File: src/rtl/unified_cache_mem_arbiter.sv
// unified_cache_mem_arbiter: round-robin sharing of one memory packet port, one transaction in flight,
// responses routed back to the granted requester; all outputs registered.
module unified_cache_mem_arbiter #(
  parameter int NUM_REQUESTER = 2,
  parameter int MEM_PACKET_WIDTH_IN_BITS = 32,
  parameter int VALID_POS = 31
) (
  input  logic                                        clk_in,
  input  logic                                        reset_in,
  input  logic [NUM_REQUESTER*MEM_PACKET_WIDTH_IN_BITS-1:0] request_packet_flatted_in,
  output logic [NUM_REQUESTER-1:0]                    request_packet_ack_flatted_out,
  output logic [NUM_REQUESTER*MEM_PACKET_WIDTH_IN_BITS-1:0] response_packet_flatted_out,
  input  logic [NUM_REQUESTER-1:0]                    response_packet_ack_flatted_in,
  output logic [MEM_PACKET_WIDTH_IN_BITS-1:0]         to_mem_packet_out,
  input  logic                                        to_mem_packet_ack_in,
  input  logic [MEM_PACKET_WIDTH_IN_BITS-1:0]         from_mem_packet_in,
  output logic                                        from_mem_packet_ack_out,
  output logic                                        busy_out,
  output logic                                        error_out
);
  localparam int N = NUM_REQUESTER;
  localparam int P = MEM_PACKET_WIDTH_IN_BITS;
  localparam int IW = $clog2(N);
  typedef enum logic [1:0] {IDLE, ISSUE, WAIT_RESP, DELIVER} state_t;
  state_t state_q, state_d;
  logic [IW-1:0] last_q, last_d, owner_q, owner_d, gnt_idx;
  logic gnt_found, mem_vld;
  logic [P-1:0] to_mem_q, to_mem_d;
  logic [N-1:0] req_ack_q, req_ack_d;
  logic [N*P-1:0] resp_q, resp_d;
  logic from_ack_q, from_ack_d, busy_q, busy_d, err_q, err_d;
  // descending scan so the nearest port after last_q overwrites farther ones
  always_comb begin
    gnt_found = 1'b0;
    gnt_idx = '0;
    for (int k = N; k >= 1; k--)
      if (request_packet_flatted_in[((int'(last_q) + k) % N) * P + VALID_POS]) begin
        gnt_found = 1'b1;
        gnt_idx = IW'((int'(last_q) + k) % N);
      end
  end
  always_comb begin
    state_d = state_q;
    last_d = last_q;
    owner_d = owner_q;
    to_mem_d = to_mem_q;
    req_ack_d = '0;
    resp_d = resp_q;
    err_d = err_q;
    from_ack_d = 1'b0;
    // a response still held during our ack cycle is the same one, not a new one
    mem_vld = from_mem_packet_in[VALID_POS] && !from_ack_q;
    if (mem_vld) begin
      from_ack_d = 1'b1;
      if (state_q == WAIT_RESP) begin
        resp_d[owner_q*P +: P] = from_mem_packet_in;
        state_d = DELIVER;
      end else err_d = 1'b1;
    end
    if (state_q == IDLE && gnt_found) begin
      owner_d = gnt_idx;
      last_d = gnt_idx;
      to_mem_d = request_packet_flatted_in[gnt_idx*P +: P];
      req_ack_d[gnt_idx] = 1'b1;
      state_d = ISSUE;
    end
    if (state_q == ISSUE && to_mem_packet_ack_in) begin
      to_mem_d = '0;
      state_d = WAIT_RESP;
    end
    if (state_q == DELIVER && response_packet_ack_flatted_in[owner_q]) begin
      resp_d = '0;
      state_d = IDLE;
    end
    busy_d = state_d != IDLE;
  end
  always_ff @(posedge clk_in) begin
    if (reset_in) begin
      state_q <= IDLE;
      last_q <= IW'(N - 1);
      owner_q <= '0;
      to_mem_q <= '0;
      req_ack_q <= '0;
      resp_q <= '0;
      from_ack_q <= 1'b0;
      busy_q <= 1'b0;
      err_q <= 1'b0;
    end else begin
      state_q <= state_d;
      last_q <= last_d;
      owner_q <= owner_d;
      to_mem_q <= to_mem_d;
      req_ack_q <= req_ack_d;
      resp_q <= resp_d;
      from_ack_q <= from_ack_d;
      busy_q <= busy_d;
      err_q <= err_d;
    end
  end
  assign request_packet_ack_flatted_out = req_ack_q;
  assign response_packet_flatted_out = resp_q;
  assign to_mem_packet_out = to_mem_q;
  assign from_mem_packet_ack_out = from_ack_q;
  assign busy_out = busy_q;
  assign error_out = err_q;
endmodule

File: config.mk
export PLATFORM = sky130hd
export DESIGN_NAME = unified_cache_mem_arbiter
export DESIGN_NICKNAME = d
export VERILOG_FILES = /design/src/rtl/unified_cache_mem_arbiter.sv
export SDC_FILE = /design/constraint.sdc
export NUM_CORES = 1
export LEC_CHECK = 0
export CAP_MARGIN = 20
export CORE_UTILIZATION = 45
export CTS_CLUSTER_DIAMETER = 40
export DETAILED_ROUTE_END_ITERATION = 10
export PLACE_DENSITY_LB_ADDON = 0.05
export SYNTH_ARGS = -nofsm -noshare
export SYNTH_HDL_FRONTEND = slang
export SYNTH_SLANG_ARGS = --single-unit
File: constraint.sdc
create_clock -name clk_in -period 3.7 [get_ports clk_in]
set_input_delay 0.555 -clock clk_in [delete_from_list [all_inputs] [get_ports clk_in]]
set_output_delay 0.555 -clock clk_in [all_outputs]
set_load 0.05 [all_outputs]
==> results.md, run 1 <==
- Slew HR: 31.67%
- First-pass GRT wire length: 20.18 mm
- DRC violations left: 0
- Fillcell total: 796
- Post-synthesis adder-cell area fraction: 0%
- Register area: 2103 sq um
- Fin crit share: 59.18%
- Grt ovf: 0
- Vias in the first global route: 4067
- Fraction of layout cells with a size suffix above 1: 10.93%
- Core area: 9371 sq um
- Reg2Reg Setup Slack: 1.51 ns
- Worst slew pin tran: ~1 ns
- DR vias: 4393
- RSZ-0062 raised after global routing: no
- Hpwl dp: 8.509 mm
- Clock Latency Late Sink: 0.36 ns
- Synth Area in Compound Gates: 29.37%
- Worst-path clk slew: 0.10 ns
- Inserted Diodes: 0
- Synthesized flop and latch total: 105
- Sum of negative setup slack: 0 ns
- Clock Skews: 0.01780 ns
- Final hold violation count: 0
- PortBufs: 201
- Worst setup SP type: input pin
- Sink Count: 105
- Largest cells by area after synthesis: dfxtp_1, a21oi_2, nand3_1
- Worst r2r src: owner_q$_SDFFE_PP0P_
- Share of the synthesized area in the top cell type: 47.62%
- Largest family of logic cells by synthesized area: compound AO/OA/AOI/OAI gates
- Critical path capture point type: flop
- Final setup vio count: 0
- Seq/Total Area, Yosys: 47.62%
- # IOs: slightly above 200
- Initial Utilization: 47.10%
- Pre-antenna DRT Iters: 4
- Fmax achieved: 456.7 MHz
- Critical Path, Cell by Cell: clkdlybuf4s50_1 > and4bb_2 > buf_4 > nand3_1 > a21oi_2
- Slowest cell on the critical path: and4bb_2
- Ys Warns: 0
- H-tree levels: 3
- Static leakage: ~2.2 nW
- Simple-Gate Fraction of Synth Area: between 10 and 15%
- CP max FO: 36
- Area occupied by multi-input gates: 2008 sq um
- Clock Tree Root: clkbuf_8
- Post-synthesis mux area share: 0.5952%
- Worst EP required: 3.98 ns
- Crit. Startpoint: from_mem_packet_in[31]
- Final wirelength: roughly 13 mm
- Pins Over Slew Limit: 0
- Initial antenna violation count: 0
- Top cell type by total area after synthesis: dfxtp_1
- Worst path max stage delay: 0.73 ns
- Post-synthesis area per instance: 8.655 sq um
- Routed wire per std cell: 16.15 um
- Cells after Synth: 510
- Syn_nets: 611
- CTS tree: yes
- GPL Wtd Cong: 0.8055
- Worst vdd rail ir drop: 0.2409 mV
- Largest net degree at the start of global routing: 67
- CP arrival: 2.47 ns
- WS Path Type: input pin to flop
- Post-route antenna net violation count: 0
- Run status: finished, final reports clean
- Die Y: slightly above 100 um
- Post-layout min period: 2.190 ns
- Hold_buf cts: 0
- Placed insts: 791
- CTS Buf Count: 9
- Die area: a little over 10000 sq um
- P per Cell Area: 409.3 nW/um^2
- Post-Syn Area: about 4400 sq um
- Die width: 101.0 um
- Layout net count: 774
- Area grow syn2layout: 48.64%
- Postcts setup bufs: 0
- Worst min path class: flop to flop
- Initial DRC Count: 175
- Max cap viols: 0
- CTS max path bufs: 2
- Row count: 35
- RR Endpoint: response_packet_flatted_out[60]$_SDFFE_PP0P_
- Finished Layout Cells: 806
- Xor and xnor area share after synthesis: 0%
- Vias per cell: approximately 5.5
- GRT Total Usage: between 20% and 30%
- Worst reg2reg path depth: 4
- CP endpoint: response_packet_flatted_out[18]$_SDFFE_PP0P_
- CTS resizes: 0
- Yosys cell types: 34
power by group:
| part | leakage, nW | switching, mW | internal, mW |
|---|---|---|---|
| Sequential | 0.856 | 0.0414 | 1.19 |
| Clock | 0.102 | 0.385 | 0.379 |
| Combinational | 1.21 | 0.425 | 0.264 |
how the worst min path moves through the flow:
stage,cells after the start,from,to,slack [ns]
after floorplan,2,last_q$_SDFFE_PP1P_,last_q$_SDFFE_PP1P_,0.46
after global placement,2,to_mem_packet_out[31]$_SDFFE_PP0P_,to_mem_packet_out[31]$_SDFFE_PP0P_,0.45
after detailed placement,2,response_packet_flatted_out[31]$_SDFFE_PP0P_,response_packet_flatted_out[31]$_SDFFE_PP0P_,0.46
after CTS,2,response_packet_flatted_out[42]$_SDFFE_PP0P_,response_packet_flatted_out[42]$_SDFFE_PP0P_,0.48
after global routing,2,response_packet_flatted_out[31]$_SDFFE_PP0P_,response_packet_flatted_out[31]$_SDFFE_PP0P_,0.51
final,2,response_packet_flatted_out[42]$_SDFFE_PP0P_,response_packet_flatted_out[42]$_SDFFE_PP0P_,0.48
cell families (layout without fill, tap and decap cells):
| family | Yosys count | in the layout |
|---|---|---|
| buffers and inverters | 59 | 226 |
| AND/OR/NAND/NOR | 144 | 144 |
| multiplexers | 2 | 2 |
| flip-flops | 105 | 105 |
| AO/OA/AOI/OAI | 200 | 200 |
cell usage after synthesis:
master / number
nand2_1: 64
a21bo_2: 1
buf_1: 3
a311oi_1: 31
nor3_1: 3
and4bb_1: 1
o21ai_1: 61
a21o_1: 1
mux2_4: 1
mux2_2: 1
nand2b_1: 1
a31oi_1: 1
clkbuf_1: 16
a211oi_1: 1
o21ba_2: 1
buf_2: 23
buf_4: 8
nor2_4: 1
o21bai_1: 1
or2_1: 1
nand3_1: 63
a21boi_2: 1
nor2_1: 7
inv_2: 1
buf_6: 7
a21oi_1: 58
a31o_1: 1
inv_1: 1
nand4bb_1: 1
a21oi_2: 40
nor2b_1: 1
and2_1: 1
o21ai_0: 2
dfxtp_1: 105
placed cells by master (no fill, tap or decap), drive strengths merged, types with 3 or more instances in the layout:
cell	instances
nand3	63
nor2	8
nor3	3
o21ai	63
nand2	64
clkbuf	10
a21oi	98
a311oi	31
buf	8
clkdlybuf4s50	201
dfxtp	105
worst max-delay path, delay by kind of cell:
kind	cells	cell delay [ns]
buf+inv	2	0.89
simple gates	2	0.85
compound gates	1	0.17
per-layer routing:
layer  part of all wire, %  global-route usage, %  up-vias
li1                      -                      -     2147
met1                    43                  31.21     2061
met2                    47                  39.93      166
met3                   8.0                  7.490       19
met4                   2.0                  8.807        0
met5                     0                      0        -
registers in the layout, summed over array words and instances (netlist names):
register and cells:
owner_q 1, busy_out 1, to_mem_packet_out 32, from_mem_packet_ack_out 1, state_q 2, response_packet_flatted_out 64, error_out 1, request_packet_ack_flatted_out 2
last_q 1
cell type report:
type	instances	share of cell area (%)
Sequential cell	105	32.06
Timing Repair Buffer	209	31.58
Multi-Input combinational cell	346	30.61
Tap cell	129	2.460
Clock buffer	10	1.945
Clock inverter	5	1.240
Inverter	2	0.1144
metrics by stage:
step / util (%) / hold WS, ns / total power, mW / cell area, sq um / setup slack [ns]
after floorplan: - / 0.4567 / 1.684 / 4414 / 2.220
after global placement: 67.78 / 0.4513 / 1.936 / 6352 / 1.203
after detailed placement: 67.78 / 0.4597 / 1.945 / 6352 / 1.149
after CTS: 70.01 / 0.4815 / 2.700 / 6561 / 1.515
after global routing: 70.01 / 0.5091 / 2.800 / 6561 / 1.343
final: 70.01 / 0.4818 / 2.686 / 6561 / 1.510
No activity file was read; power rests on OpenSTA's default activity.
==> run 2: changes to the inputs <==
--- a/config.mk
+++ b/config.mk
@@ -6,7 +6,7 @@
 export NUM_CORES = 1
 export LEC_CHECK = 0
 export CAP_MARGIN = 20
-export CORE_UTILIZATION = 45
+export CORE_UTILIZATION = 42
 export CTS_CLUSTER_DIAMETER = 40
 export DETAILED_ROUTE_END_ITERATION = 10
 export PLACE_DENSITY_LB_ADDON = 0.05
==> constraint.sdc (replaced) <==
create_clock -name clk_in -period 2.2 [get_ports clk_in]
set_input_delay 0.33 -clock clk_in [delete_from_list [all_inputs] [get_ports clk_in]]
set_output_delay 0.33 -clock clk_in [all_outputs]
set_load 0.05 [all_outputs]
==> results.md, run 2 (synthesis results as in run 1) <==
- Routed wire per std cell: 15.71 um (-2.8%)
- GRT Total Usage: 23.37% (-1.4 points)
- PortBufs: 201 (unchanged)
- Final Hold Slack: 0.4804 ns (-0.001450 ns)
- Area grow syn2layout: 51.59%
- Grt ovf: 0 (unchanged)
- Initial antenna violation count: 0 (unchanged)
- Worst-path clk slew: 0.09 ns (about the same)
- Most common library cell in the layout ignoring fill and taps: clkdlybuf4s50_1
- DRC violations left: 0 (unchanged)
- Reg2Reg Setup Slack: 0.49 ns (-1.02 ns)
- Switching part of the total power: 32.19% (+0.48 points)
- CTS max path bufs: 2 (unchanged)
- Postcts setup bufs: 0 (unchanged)
- Post-layout min period: 1.892 ns
- Psw: 1.458 mW (+71%)
- Clock power share: 27.9% (-0.5 points)
- CP max FO: 2 (-94%)
- Initial DRC Count: 149 (-15%)
- Area occupied by multi-input gates: 2008 sq um (unchanged)
- Largest net degree at the start of global routing: 65 (-3.0%)
- Die area: 10920 sq um (+7.0%)
- Crit path max-delay family: buffers and inverters
- Die Y: 104.5 um (+3.4%)
- Vias per cell: 5.422 (-0.53%)
- Layout net count: 783 (+1.2%)
- Pre-antenna DRT Iters: 5 (+1)
- Hpwl dp: 8.786 mm (+3.3%)
- Worst min path class: flop to flop
- Pins Over Slew Limit: 0 (unchanged)
- DR vias: 4462 (+1.6%)
- Fillcell total: 937 (+18%)
- Initial Utilization: 42.95% (-4.2 points)
- Max FFs per register: 64 (unchanged)
- Buf+Inv Stages, Crit Path: 1 (-1)
- Critical path capture point type: primary output
- Post-route antenna net violation count: 0 (unchanged)
- Fin crit share: a little under nine tenths
- Slowest cell on the critical path: clkdlybuf4s50_1
- Hold depth: 2 (unchanged)
- H-tree levels: 3 (unchanged)
- Final wirelength: 12.93 mm (-0.71%)
- CTS resizes: 0 (unchanged)
- Fraction of layout cells with a size suffix above 1: 12.37% (+1.4 points)
- # IOs: 202 (unchanged)
- Worst setup SP type: flop
- Final hold violation count: 0 (unchanged)
- GPL Wtd Cong: 0.8179 (+1.5%)
- Clock Skews: 0.01822 ns (+0.0004203 ns)
- Sink Count: 105 (unchanged)
- Final setup vio count: 0 (unchanged)
- Sum of negative setup slack: 0 ns (unchanged)
- Logic pwr share: 26.3% (+0.6 points)
- Most frequent cells in the layout: clkdlybuf4s50_1, dfxtp_1, nand2_1
- CP arrival: 1.56 ns (-0.91 ns)
- CTS tree: yes
- Hold Crit Endpoint: to_mem_packet_out[31]$_SDFFE_PP0P_
- Inserted Diodes: 0 (unchanged)
- Register area: 2103 sq um (unchanged)
- Worst EP required: 1.87 ns (-2.11 ns)
- Hold_buf cts: 0 (unchanged)
- Core area: 10280 sq um (+9.7%)
- RSZ-0062 raised after global routing: no
- Critical Path, Cell by Cell: clkdlybuf4s50_1
- Clock Latency Late Sink: 0.36 ns (about the same)
- WS Path Type: flop to primary output
- Vias in the first global route: 4183 (+2.9%)
- Worst r2r src: state_q[1]$_SDFF_PP0_
- P per Cell Area: 676.7 nW/um^2 (+65%)
- First-pass GRT wire length: 20.74 mm (+2.8%)
- Max cap viols: 0 (unchanged)
- Slew HR: 60.76% (+29 points)
- RR Endpoint: to_mem_packet_out[8]$_SDFFE_PP0P_
- Hold path startpoint: to_mem_packet_out[31]$_SDFFE_PP0P_
- Pint: 3.071 mW (+67%)
- Clock Tree Root: clkbuf_8
- Worst path max stage delay: 0.83 ns (+0.10 ns)
- Worst slew pin tran: 0.5886 ns (-0.4348 ns)
- Worst reg2reg path depth: 4 (unchanged)
- CTS Buf Count: 9 (unchanged)
- Die width: 104.5 um (+3.4%)
- Static leakage: 2.233 nW (+3.1%)
- Reg power frac: 45.8% (about the same)
- Worst vdd rail ir drop: 0.4746 mV (+97%)
- Run status: finished, final reports clean
- Row count: 37 (+5.7%)
- Fmax achieved: approximately 530 MHz
[run 2: cell types whose count changed in the layout (fill, tap and decap cells not counted), sizes merged]
| cell | previous run | this run |
|---|---|---|
| buf | 8 | 17 |
| inv | 2 | 4 |
| bufinv | 2 | 1 |
| clkbuf | 10 | 11 |
| clkinvlp | 1 | 0 |
[run 2: layout make-up]
type                    instances  share of cell area (%)
repair buffers                218                   32.72
well taps                     136                   2.543
inverters                       2                  0.1122
clock inverters                 5                  0.9162
multi-input cells             346                   30.01
flip-flops and latches        105                   31.43
clock buffers                  11                   2.263
[run 2: routing by layer]
layer | global-route usage, % | routed length (um)
met4 | 8.673 | 327
met2 | 38.32 | 6092
met5 | 0 | 0
met3 | 6.579 | 966
met1 | 29.05 | 5539
[run 2: how the worst max path moves through the flow]
stage	depth (start not counted)	endpoint	from	slack (ns)
2_1_floorplan	5	response_packet_flatted_out[31]$_SDFFE_PP0P_	from_mem_packet_ack_out$_SDFF_PP0_	0.73
3_3_place_gp	5	response_packet_flatted_out[0]$_SDFFE_PP0P_	from_mem_packet_in[31]	0.41
3_5_place_dp	5	response_packet_flatted_out[52]$_SDFFE_PP0P_	response_packet_ack_flatted_in[0]	0.37
4_1_cts	1	to_mem_packet_out[17]	to_mem_packet_out[17]$_SDFFE_PP0P_	0.29
5_1_grt	1	to_mem_packet_out[17]	to_mem_packet_out[17]$_SDFFE_PP0P_	0.25
6_report	1	to_mem_packet_out[17]	to_mem_packet_out[17]$_SDFFE_PP0P_	0.31
[run 2: stage by stage]
step	instances	area [sq um]	worst slack [ns]	total power, mW	utilization [%]
after floorplan	510	4414	0.7307	2.833	-
after global placement	807	6479	0.4119	3.291	63.04
after detailed placement	807	6479	0.3738	3.303	63.04
after CTS	823	6691	0.2928	4.563	65.11
after global routing	823	6691	0.2522	4.722	65.11
final	823	6691	0.3075	4.528	65.11
[run 2: power groups by stage]
stage	logic [mW]	clock network, mW	registers (mW)
CTS	1.19	1.30	2.07
finish	1.19	1.26	2.07
global route	1.26	1.37	2.09
detailed placement	1.19	0	2.11
floorplan	0.409	0	2.42
global placement	1.18	0	2.11
